==> config.mk <==
export PLATFORM = sky130hd
export DESIGN_NAME = fifo_wr_arb
export DESIGN_NICKNAME = d
export VERILOG_FILES = /design/src/rtl/fifo_wr_arb.sv
export SDC_FILE = /design/constraint.sdc
export NUM_CORES = 1
export LEC_CHECK = 0
export CAP_MARGIN = 20
export CORE_AREA = 3 3 77 79
export CTS_CLUSTER_DIAMETER = 60
export DETAILED_ROUTE_END_ITERATION = 7
export DIE_AREA = 0 0 80 82
export SLEW_MARGIN = 20
export SYNTH_ARGS = -nofsm -noshare
export SYNTH_HDL_FRONTEND = slang
export SYNTH_SLANG_ARGS = --single-unit
==> constraint.sdc <==
create_clock -name wclk -period 2.1 [get_ports wclk]
set_input_delay 0.42 -clock wclk [delete_from_list [all_inputs] [get_ports wclk]]
set_output_delay 0.42 -clock wclk [all_outputs]
set_load 0.01 [all_outputs]
==> src/rtl/fifo_wr_arb.sv <==
// fifo_wr_arb: round-robin arbiter that grants NREQ requesters bursts of up to BURST words on one FIFO write port.
// Define FIFO_WR_ARB_STATS_EN to add per-requester 16-bit transfer counters on stat_cnt.
module fifo_wr_arb #(
  parameter int DWIDTH = 16,
  parameter int NREQ   = 4,
  parameter int BURST  = 4
) (
  input  logic                     wclk,
  input  logic                     rst,
  input  logic [NREQ-1:0]          req_valid,
  input  logic [NREQ*DWIDTH-1:0]   req_data,
  output logic [NREQ-1:0]          req_ready,
  output logic [NREQ-1:0]          grant,
  input  logic                     wfull,
  output logic                     wdv,
  output logic [DWIDTH-1:0]        wdata
`ifdef FIFO_WR_ARB_STATS_EN
  ,
  output logic [NREQ*16-1:0]       stat_cnt
`endif
);
  localparam int IW = (NREQ > 1) ? $clog2(NREQ) : 1;

  typedef enum logic {IDLE = 1'b0, OWN = 1'b1} state_t;

  state_t          state_q, state_d;
  logic [NREQ-1:0] grant_q, grant_d;
  logic [IW-1:0]   last_q, last_d;
  logic [3:0]      cnt_q, cnt_d;
  logic [IW-1:0]   owner;
  logic [IW-1:0]   pick;
  logic            pick_vld;
  logic            xfer;

  always_comb begin
    owner = '0;
    for (int i = 0; i < NREQ; i++) begin
      if (grant_q[i]) owner = IW'(i);
    end
  end

  // Descending scan leaves the nearest valid requester after last_q in pick.
  always_comb begin
    pick     = '0;
    pick_vld = 1'b0;
    for (int k = NREQ; k >= 1; k--) begin
      if (req_valid[(int'(last_q) + k) % NREQ]) begin
        pick     = IW'((int'(last_q) + k) % NREQ);
        pick_vld = 1'b1;
      end
    end
  end

  always_ff @(posedge wclk) begin
    if (rst) begin
      state_q <= IDLE;
      grant_q <= '0;
      last_q  <= IW'(NREQ - 1);
      cnt_q   <= '0;
    end else begin
      state_q <= state_d;
      grant_q <= grant_d;
      last_q  <= last_d;
      cnt_q   <= cnt_d;
    end
  end

  always_comb begin
    state_d = state_q;
    grant_d = grant_q;
    last_d  = last_q;
    cnt_d   = cnt_q;
    case (state_q)
      IDLE: begin
        if (pick_vld) begin
          state_d = OWN;
          grant_d = NREQ'(1) << pick;
          cnt_d   = '0;
        end
      end
      OWN: begin
        if (xfer) cnt_d = cnt_q + 4'd1;
        // Release after the last word of a full burst, or as soon as the owner stalls with nothing to send.
        if ((xfer && (cnt_q + 4'd1 == 4'(BURST))) || !req_valid[owner]) begin
          state_d = IDLE;
          grant_d = '0;
          last_d  = owner;
        end
      end
      default: state_d = IDLE;
    endcase
  end

  always_comb begin
    xfer      = (state_q == OWN) && req_valid[owner] && !wfull && !rst;
    wdv       = xfer;
    grant     = grant_q;
    wdata     = (state_q == OWN) ? req_data[owner*DWIDTH +: DWIDTH] : '0;
    req_ready = ((state_q == OWN) && !wfull && !rst) ? grant_q : '0;
  end

`ifdef FIFO_WR_ARB_STATS_EN
  logic [NREQ-1:0][15:0] stat_q, stat_d;

  always_comb begin
    stat_d = stat_q;
    if (xfer) stat_d[owner] = stat_q[owner] + 16'd1;
  end

  always_ff @(posedge wclk) begin
    if (rst) stat_q <= '0;
    else     stat_q <= stat_d;
  end

  assign stat_cnt = stat_q;
`endif

endmodule
# --- Word level (Yosys, flattened, before mapping) ---
# Index checks and enable logic that the tools add are counted.
classes:
  addsub: 5
  order_cmp: 5
  eq_ne: 4
  n_shift: 2
  n_mux: 36
  n_bitwise: 5
  reduce_logical: 17
ops:
  columns: ["cell", "count"]
  rows:
  - ["64-bit by 7-bit indexed part select with 16-bit output", 1]
  - ["4-bit 2-to-1 mux", 5]
  - ["3-bit by 4-bit < comparator with 1-bit output, second input constant", 4]
  - ["1-bit 2-to-1 mux", 16]
  - ["16-bit 2-to-1 mux", 1]
  - ["4-bit one-hot mux with 2 select lines", 2]
  - ["2-bit 2-to-1 mux", 6]
  - ["1-bit binary-select mux with 2-bit select", 5]
  - ["2-bit OR reduction", 4]
  - ["1-bit logical AND", 6]
  - ["2-bit AND reduction", 3]
  - ["2-bit by 1-bit adder with 2-bit output, second input constant", 2]
  - ["2-bit adder, second input constant", 2]
  - ["4-bit by 1-bit adder with 4-bit output, second input constant", 1]
  - ["1-bit bitwise AND, first input constant", 4]
  - ["4-bit by 3-bit == test with 1-bit output, second input constant", 1]
  - ["2-bit by 1-bit inequality test with 1-bit output, second input constant", 2]
  - ["1-bit by 2-bit << shifter with 4-bit output, first input constant", 1]
  - ["1-bit zero test", 3]
  - ["2-bit by 3-bit < comparator with 1-bit output, second input constant", 1]
  - ["2-bit inequality test, second input constant", 1]
  - ["1-bit one-hot mux with 2 select lines", 1]
  - ["1-bit logical OR", 1]
  - ["1-bit NOT", 1]
totals:
  ff_bits: 11
  input_bits: 71
  out_inout_bits: 25
  elab_cells: 78

# --- Logic depth before layout (Yosys ltp) ---
# Gate-level depths: netlist of run 1.
depth:
  word_depth: 13
  ltp_mapped: 6
  depth_no_buf: 4

# --- Worst setup path after synthesis of run 1 ---
# OpenSTA, ideal clock, no wires.
synth_timing:
  path_type: "reg-to-output"
  start: "register grant_q[3], in the netlist grant[3]"
  end: "output port wdata[10]"
  t_arrival_ps: 1455
  required_ps: 1680
  path_slack_ps: 225
  stages_incl_launch_ff: 5
  path_buffers: 2
  cell_sequence: "dfxtp_1 -> buf_1 -> buf_2 -> mux2i_1 -> nor2b_1"
synth_between:
  elab_chain_cells: 3
synth_lines:
  columns: ["element", "line_no", "source"]
  rows:
  - ["from (decl)", "27", "logic [NREQ-1:0] grant_q, grant_d;"]
  - ["from (signal assigned)", "62", "grant_q <= grant_d;"]
  - ["2-bit 2-to-1 mux", "38", "if (grant_q[i]) owner = IW'(i);"]
  - ["64-bit by 7-bit indexed part select with 16-bit output", "98", "wdata = (state_q == OWN) ? req_data[owner*DWIDTH +: DWIDTH] : '0;"]
  - ["16-bit 2-to-1 mux", "98", null]
  - ["to (decl)", "16", "output logic [DWIDTH-1:0] wdata"]
# Every way passes these cells.

# --- Worst setup path after layout of run 1 ---
layout_timing:
  start: "input port rst"
  end: "output port req_ready[0]"
layout_between:
  elab_chain_cells: 3
layout_lines:
  columns: ["element", "line_no", "source"]
  rows:
  - ["from (decl)", "9", "input logic rst,"]
  - ["1-bit zero test", "99", "req_ready = ((state_q == OWN) && !wfull && !rst) ? grant_q : '0;"]
  - ["1-bit logical AND", "99", null]
  - ["4-bit 2-to-1 mux", "99", null]
  - ["to (decl)", "12", "output logic [NREQ-1:0] req_ready,"]
# Every way passes these cells.

==> results.json, run 1 <==
{
  "p_per_area_mw_per_mm2": 425,
  "grt_max_degree": 24,
  "yosysWarnings": 0,
  "synthArstFlopShare": 0,
  "tritoncts": "built",
  "drt_iter0_markers": 61,
  "worstPathArrival_ns": 1.61,
  "hpwlAfterDp_mm": 3.73,
  "syn_to_final_growth_pct": 95.8,
  "path_class": "in2out",
  "synth_edf_count": 0,
  "relSlewSlack": 0.721,
  "final-setup-viol-count": 0,
  "setup_ws_ns": 0.0652,
  "num_rows": 27,
  "seq_area_frac_synth": 0.168,
  "tightest_slew_ns": 0.416,
  "finalPower_mw": 1.09,
  "drcViolationCount": 0,
  "syn_nets": 241,
  "ys_seq_elements": 11,
  "hold_class": "reg2reg",
  "fin_crit_ns": 2.03,
  "clkTransAtPathRegs_ns": 0.05,
  "syn_area_mm2": 0.00131,
  "peakVddDrop_v": 0.000208,
  "final_max_slew_viol_count": 0,
  "groute.usage.overall": 0.137,
  "netlist_instances": 169,
  "synth_ff_type": "dfxtp_1",
  "io_buffer_count": 95,
  "cap_violations": 0,
  "die_area_mm2": 0.00656,
  "path_max_fanout": 4,
  "die_x_um": 80,
  "num_vias": 1637,
  "setup_tns_ns": 0,
  "finalCritPeriodShare": 0.969,
  "outcome": "finished, final reports clean",
  "reg2reg_from": "state_q$_SDFF_PP0_",
  "post_drt_wl_per_cell_um": 13.7,
  "drtAntennaViolNets": 0,
  "critical_path_required_ns": 1.68,
  "antenna_cells": 0,
  "io_pins": 96,
  "grt_pass1_wl_mm": 7.18,
  "overflow": 0,
  "dieHeight_um": 82,
  "syn_avg_cell_area_um2": 7.74,
  "dr.pass1.iters": 4,
  "drt_wl_total_mm": 4.81,
  "cts_max_level": 1,
  "ys_types": 32,
  "finalHoldViolCount": 0,
  "cts_sinks": 11,
  "nets": 353,
  "place_ws_ns": -0.530,
  "start_util": 0.242,
  "via_per_inst": 4.65,
  "insertion_delay_ns": 0.24,
  "min_from": "cnt_q[0]$_SDFFE_PP0P_",
  "hold_ws_ns": 0.493,
  "fmax_mhz": 491,
  "globalplace.congestion": 0.752,
  "clock_path_buffers": 2,
  "p_leak_nw": 0.973,
  "clockRootBuffer": "clkbuf_8",
  "grt_pass1_vias": 1527,
  "core_mm2": 0.00541,
  "cp-start-kind": "input pin",
  "nFillCells": 570,
  "ctsHoldBuffers": 0,
  "cts-buffers-inserted": 3,
  "end_kind": "output port",
  "skew_ns": 0.00353,
  "rsz0062_at_grt": "no",
  "crit_path_start": "rst",
  "drive_gt1_frac": 0.132,
  "antenna_found_initial": 0
}
==> power by group <==
| group | switching (mW) | internal [mW] | total, mW |
|---|---|---|---|
| clock network | 0.0826 | 0.134 | 0.216 |
| logic | 0.249 | 0.364 | 0.612 |
| registers | 0.0300 | 0.230 | 0.260 |
| total | 0.361 | 0.727 | 1.09 |
==> Yosys cell counts, drive strengths merged, types with 3 or more instances <==
library cell  instances  area [um^2]
nand3b                7         52.6
nor2                  9         33.8
buf                   5         23.8
nand3                 4         20.0
mux2i                35          350
a31oi                 3         18.8
o21ai                16         80.1
and2                  4         25.0
clkbuf                8         30.0
nand2b                4         25.0
dfxtp                11          220
nand2                19         71.3
nor2b                19          119
==> worst max-delay path: stages <==
cell	delay [ns]
dlygate4sd2_1	0.27
buf_6	0.13
nor3b_4	0.22
buf_6	0.14
buf_4	0.09
and2_1	0.11
clkdlybuf4s15_1	0.23
==> registers in the layout (all words and copies together), names as in the netlist <==
register	cells
cnt_q	4
grant	4
last_q	2
state_q	1
==> cell families after synthesis <==
group	Yosys count	synth area share
AOI/OAI and AO/OA	35	0.194
adders and majority gates	1	0.00957
buffers and inverters	13	0.0411
DFF	11	0.168
muxes	35	0.268
and+or+nand+nor	74	0.319
==> cells in the final DEF, fill, tap and decap left out, types with 2 or more instances in the layout <==
| master | Yosys | routed |
|---|---|---|
| nand3b_1 | 7 | 7 |
| dfxtp_1 | 11 | 10 |
| o32ai_1 | 2 | 2 |
| clkbuf_8 | 0 | 3 |
| nand3_1 | 4 | 4 |
| dlygate4sd2_1 | 0 | 20 |
| and2_1 | 4 | 4 |
| o2bb2ai_1 | 2 | 2 |
| nand2_1 | 19 | 19 |
| clkdlybuf4s50_1 | 0 | 72 |
| nor2b_1 | 19 | 19 |
| a31oi_1 | 3 | 3 |
| o21ai_1 | 16 | 16 |
| a32o_1 | 2 | 2 |
| nor2_1 | 9 | 9 |
| a21o_1 | 2 | 2 |
| a21oi_1 | 2 | 2 |
| a311oi_1 | 2 | 2 |
| nand2b_1 | 4 | 4 |
| buf_4 | 0 | 20 |
| mux2i_1 | 35 | 34 |
| buf_6 | 0 | 2 |
==> through the flow <==
stage / util / std cells / area [um^2]
3_3_place_gp: 0.455 / 343 / 2460
5_1_grt: 0.474 / 352 / 2560
2_1_floorplan: - / 169 / 1310
6_report: 0.474 / 352 / 2560
4_1_cts: 0.472 / 352 / 2550
3_5_place_dp: 0.455 / 343 / 2460
==> timing repair <==
action,in CTS,in global routing
gates cloned,1,0
resized for setup,33,5
pin swaps,1,1
setup buffers,4,0
endpoints found under the setup margin,21,8
==> area by class of cell <==
type	count	area, um^2	area share
Timing Repair Buffer	120	1160	0.452
Multi-Input combinational cell	145	1040	0.408
Sequential cell	11	224	0.0875
Tap cell	72	90.1	0.0352
Clock buffer	4	45.0	0.0176
==> final timing paths <==
| path | endpoint | slack [ns] | cells after the start |
|---|---|---|---|
| max | req_ready[0] | 0.07 | 7 |
| min | cnt_q[0]$_SDFFE_PP0P_ | 0.49 | 1 |
| max reg2reg | grant[1]$_SDFFE_PP0P_ | 0.43 | 6 |
| min reg2reg | cnt_q[0]$_SDFFE_PP0P_ | 0.49 | 1 |
==> layer usage <==
layer,part of all wire,GRT usage,vias up
met1,0.43,0.175,751
li1,-,-,833
met4,0.0062,0.0321,0
met2,0.50,0.233,51
met3,0.059,0.0351,2
met5,0,0,-
Power figures use the tool's default switching activity.
==> run 2: changes to the inputs <==
CTS_CLUSTER_SIZE = 16   (was unset)
clock period = 1.8 ns   (was 2.1 ns; I/O delays follow)
==> run 2 against run 1 <==
Utilization grew 2.3 points. Critical path depth unchanged. Die area unchanged. Final cell count is 4.5% higher. Flip-flop and latch count unchanged. Register-to-register slack worse by 0.23 ns. Global-route usage shrank 0.70 points. Via count rose by 4.5%. Hold slack improved by 0.013 ns. Largest power group unchanged. Total power is 23% higher. First-iteration DRC count down 36%. The flow now finishes with violations (negative setup slack). Critical path type is now reg2out. Critical endpoint is now wdata[3].
==> results.json, run 2 (synthesized netlist as in run 1, its figures left out) <==
{
  "cp_top_family": "flip-flops",
  "power_switching_mw": 0.438,
  "hold_ws_ns": 0.506,
  "cp-start-kind": "flop",
  "violations": "negative setup slack",
  "grt_pass1_wl_mm": 6.89,
  "placedCellCount": 348,
  "hpwlAfterDp_mm": 3.71,
  "finalPower_mw": 1.34,
  "clock_path_buffers": 2,
  "drive_gt1_frac": 0.267,
  "finalNonFillerCells": 368,
  "fin_crit_ns": 1.82,
  "final_cell_mix": "69 x clkdlybuf4s50_1, 33 x mux2i_1, 29 x buf_4, 19 x nand2_1, 19 x nor2b_1",
  "clockRootBuffer": "clkbuf_8",
  "pwr-share-clk": 0.185,
  "switching_share": 0.326,
  "relSlewSlack": 0.779,
  "finalCritPeriodShare": 1.01,
  "groute.usage.overall": 0.130,
  "io_pins": 96,
  "r2r_slack_ns": 0.20,
  "nets": 369,
  "p_leak_nw": 1.03,
  "drt_iter0_markers": 39,
  "dr.pass1.iters": 6,
  "path_class": "reg2out",
  "cellInternalPower_mw": 0.907,
  "num_vias": 1711,
  "insertion_delay_ns": 0.24,
  "overflow": 0,
  "peakVddDrop_v": 0.000258,
  "grt_max_degree": 24,
  "drtAntennaViolNets": 0,
  "critical_path_required_ns": 1.44,
  "num_rows": 27,
  "fin_area_mm2": 0.00268,
  "final_max_slew_viol_count": 0,
  "antenna_found_initial": 0,
  "cts_max_level": 1,
  "post_drt_wl_per_cell_um": 12.9,
  "worstPathArrival_ns": 1.46,
  "clkTransAtPathRegs_ns": 0.05,
  "skew_ns": 0.00238,
  "slowest_stage": "dfxtp_4",
  "worst_path_most_repeated_cell": "mux2i_1",
  "fmax_mhz": 549,
  "max_stage_delay_ns": 0.42,
  "globalplace.congestion": 0.742,
  "placed_cell_area_mm2": 0.00249,
  "cts-buffers-inserted": 3,
  "grt_pass1_vias": 1557,
  "seq_power_share": 0.230,
  "layout_commonest_cell": "clkdlybuf4s50_1",
  "outcome": "finished, violations left",
  "worst-path-buf-inv": 3,
  "drt_wl_total_mm": 4.75,
  "via_per_inst": 4.65,
  "tritoncts": "built",
  "setup_ws_ns": -0.0211,
  "setup_tns_ns": -0.0893,
  "combPwrFrac": 0.585,
  "start_util": 0.242,
  "cap_violations": 0,
  "cts_sinks": 11,
  "antenna_cells": 0,
  "hold_class": "reg2reg",
  "final-setup-viol-count": 7,
  "ctsHoldBuffers": 0,
  "drcViolationCount": 0,
  "end_kind": "output port",
  "path_max_fanout": 5,
  "io_buffer_count": 95,
  "finalHoldViolCount": 0,
  "tightest_slew_ns": 0.331,
  "dieHeight_um": 82,
  "die_area_mm2": 0.00656,
  "die_x_um": 80,
  "cp_cell_sequence": "buf_12 -> buf_4 -> mux2i_1 -> o21ai_1 -> mux2i_1 -> nor2b_1 -> buf_2",
  "rsz0062_at_grt": "yes",
  "p_per_area_mw_per_mm2": 501,
  "core_mm2": 0.00541,
  "syn_to_final_growth_pct": 105
}
==> run 2: cell type report <==
| cell class | instances | area, um^2 |
|---|---|---|
| Clock buffer | 4 | 45.0 |
| Multi-Input combinational cell | 145 | 1070 |
| Fill cell | 554 | 2720 |
| Timing Repair Buffer | 136 | 1250 |
| Sequential cell | 11 | 228 |
| Tap cell | 72 | 90.1 |
==> run 2: what timing repair did <==
| item | 4_1_cts | 5_1_grt |
|---|---|---|
| setup endpoints to repair | 25 | 25 |
| pin swaps | 2 | 4 |
| resized for setup | 98 | 12 |
| setup buffers | 6 | 8 |
| cloned | 2 | 0 |
==> run 2: per-stage QoR <==
stage	setup WS (ns)	utilization
after floorplan	0.0406	-
after global placement	-0.696	0.462
final	-0.0211	0.496
after detailed placement	-0.710	0.462
after CTS	-0.104	0.480
after global routing	-0.129	0.496
==> run 2: power by group through the flow <==
stage	logic [mW]	clock network (mW)	registers, mW
6_report	0.786	0.249	0.309
2_1_floorplan	0.353	0	0.292
3_3_place_gp	0.738	0	0.305
5_1_grt	0.851	0.274	0.314
4_1_cts	0.758	0.258	0.310
3_5_place_dp	0.742	0	0.306
==> run 2: path summary, 6_finish.rpt <==
| check | from | endpoint | cells after the start |
|---|---|---|---|
| setup / recovery | grant[1]$_SDFFE_PP0P_ | wdata[3] | 7 |
| hold / removal | cnt_q[0]$_SDFFE_PP0P_ | cnt_q[0]$_SDFFE_PP0P_ | 1 |
| setup reg to reg | grant[1]$_SDFFE_PP0P_ | grant[1]$_SDFFE_PP0P_ | 5 |
| hold reg to reg | cnt_q[0]$_SDFFE_PP0P_ | cnt_q[0]$_SDFFE_PP0P_ | 1 |
==> run 2: worst register-to-register path, stage by stage, from the launching register on <==
cell and delay [ns]:
dfxtp_4 0.42, buf_6 0.13, mux2i_4 0.27, a211oi_2 0.12, a32o_1 0.31, a22o_1 0.24
==> run 2: routing by layer <==
layer / track usage / up-vias / wire [um] / part of all wire
met4: 0.0321 / 0 / 49 / 0.010
met5: 0 / - / 0 / 0
met1: 0.161 / 782 / 1980 / 0.42
li1: - / 868 / - / -
met3: 0.0219 / 6 / 227 / 0.048
met2: 0.235 / 55 / 2500 / 0.53
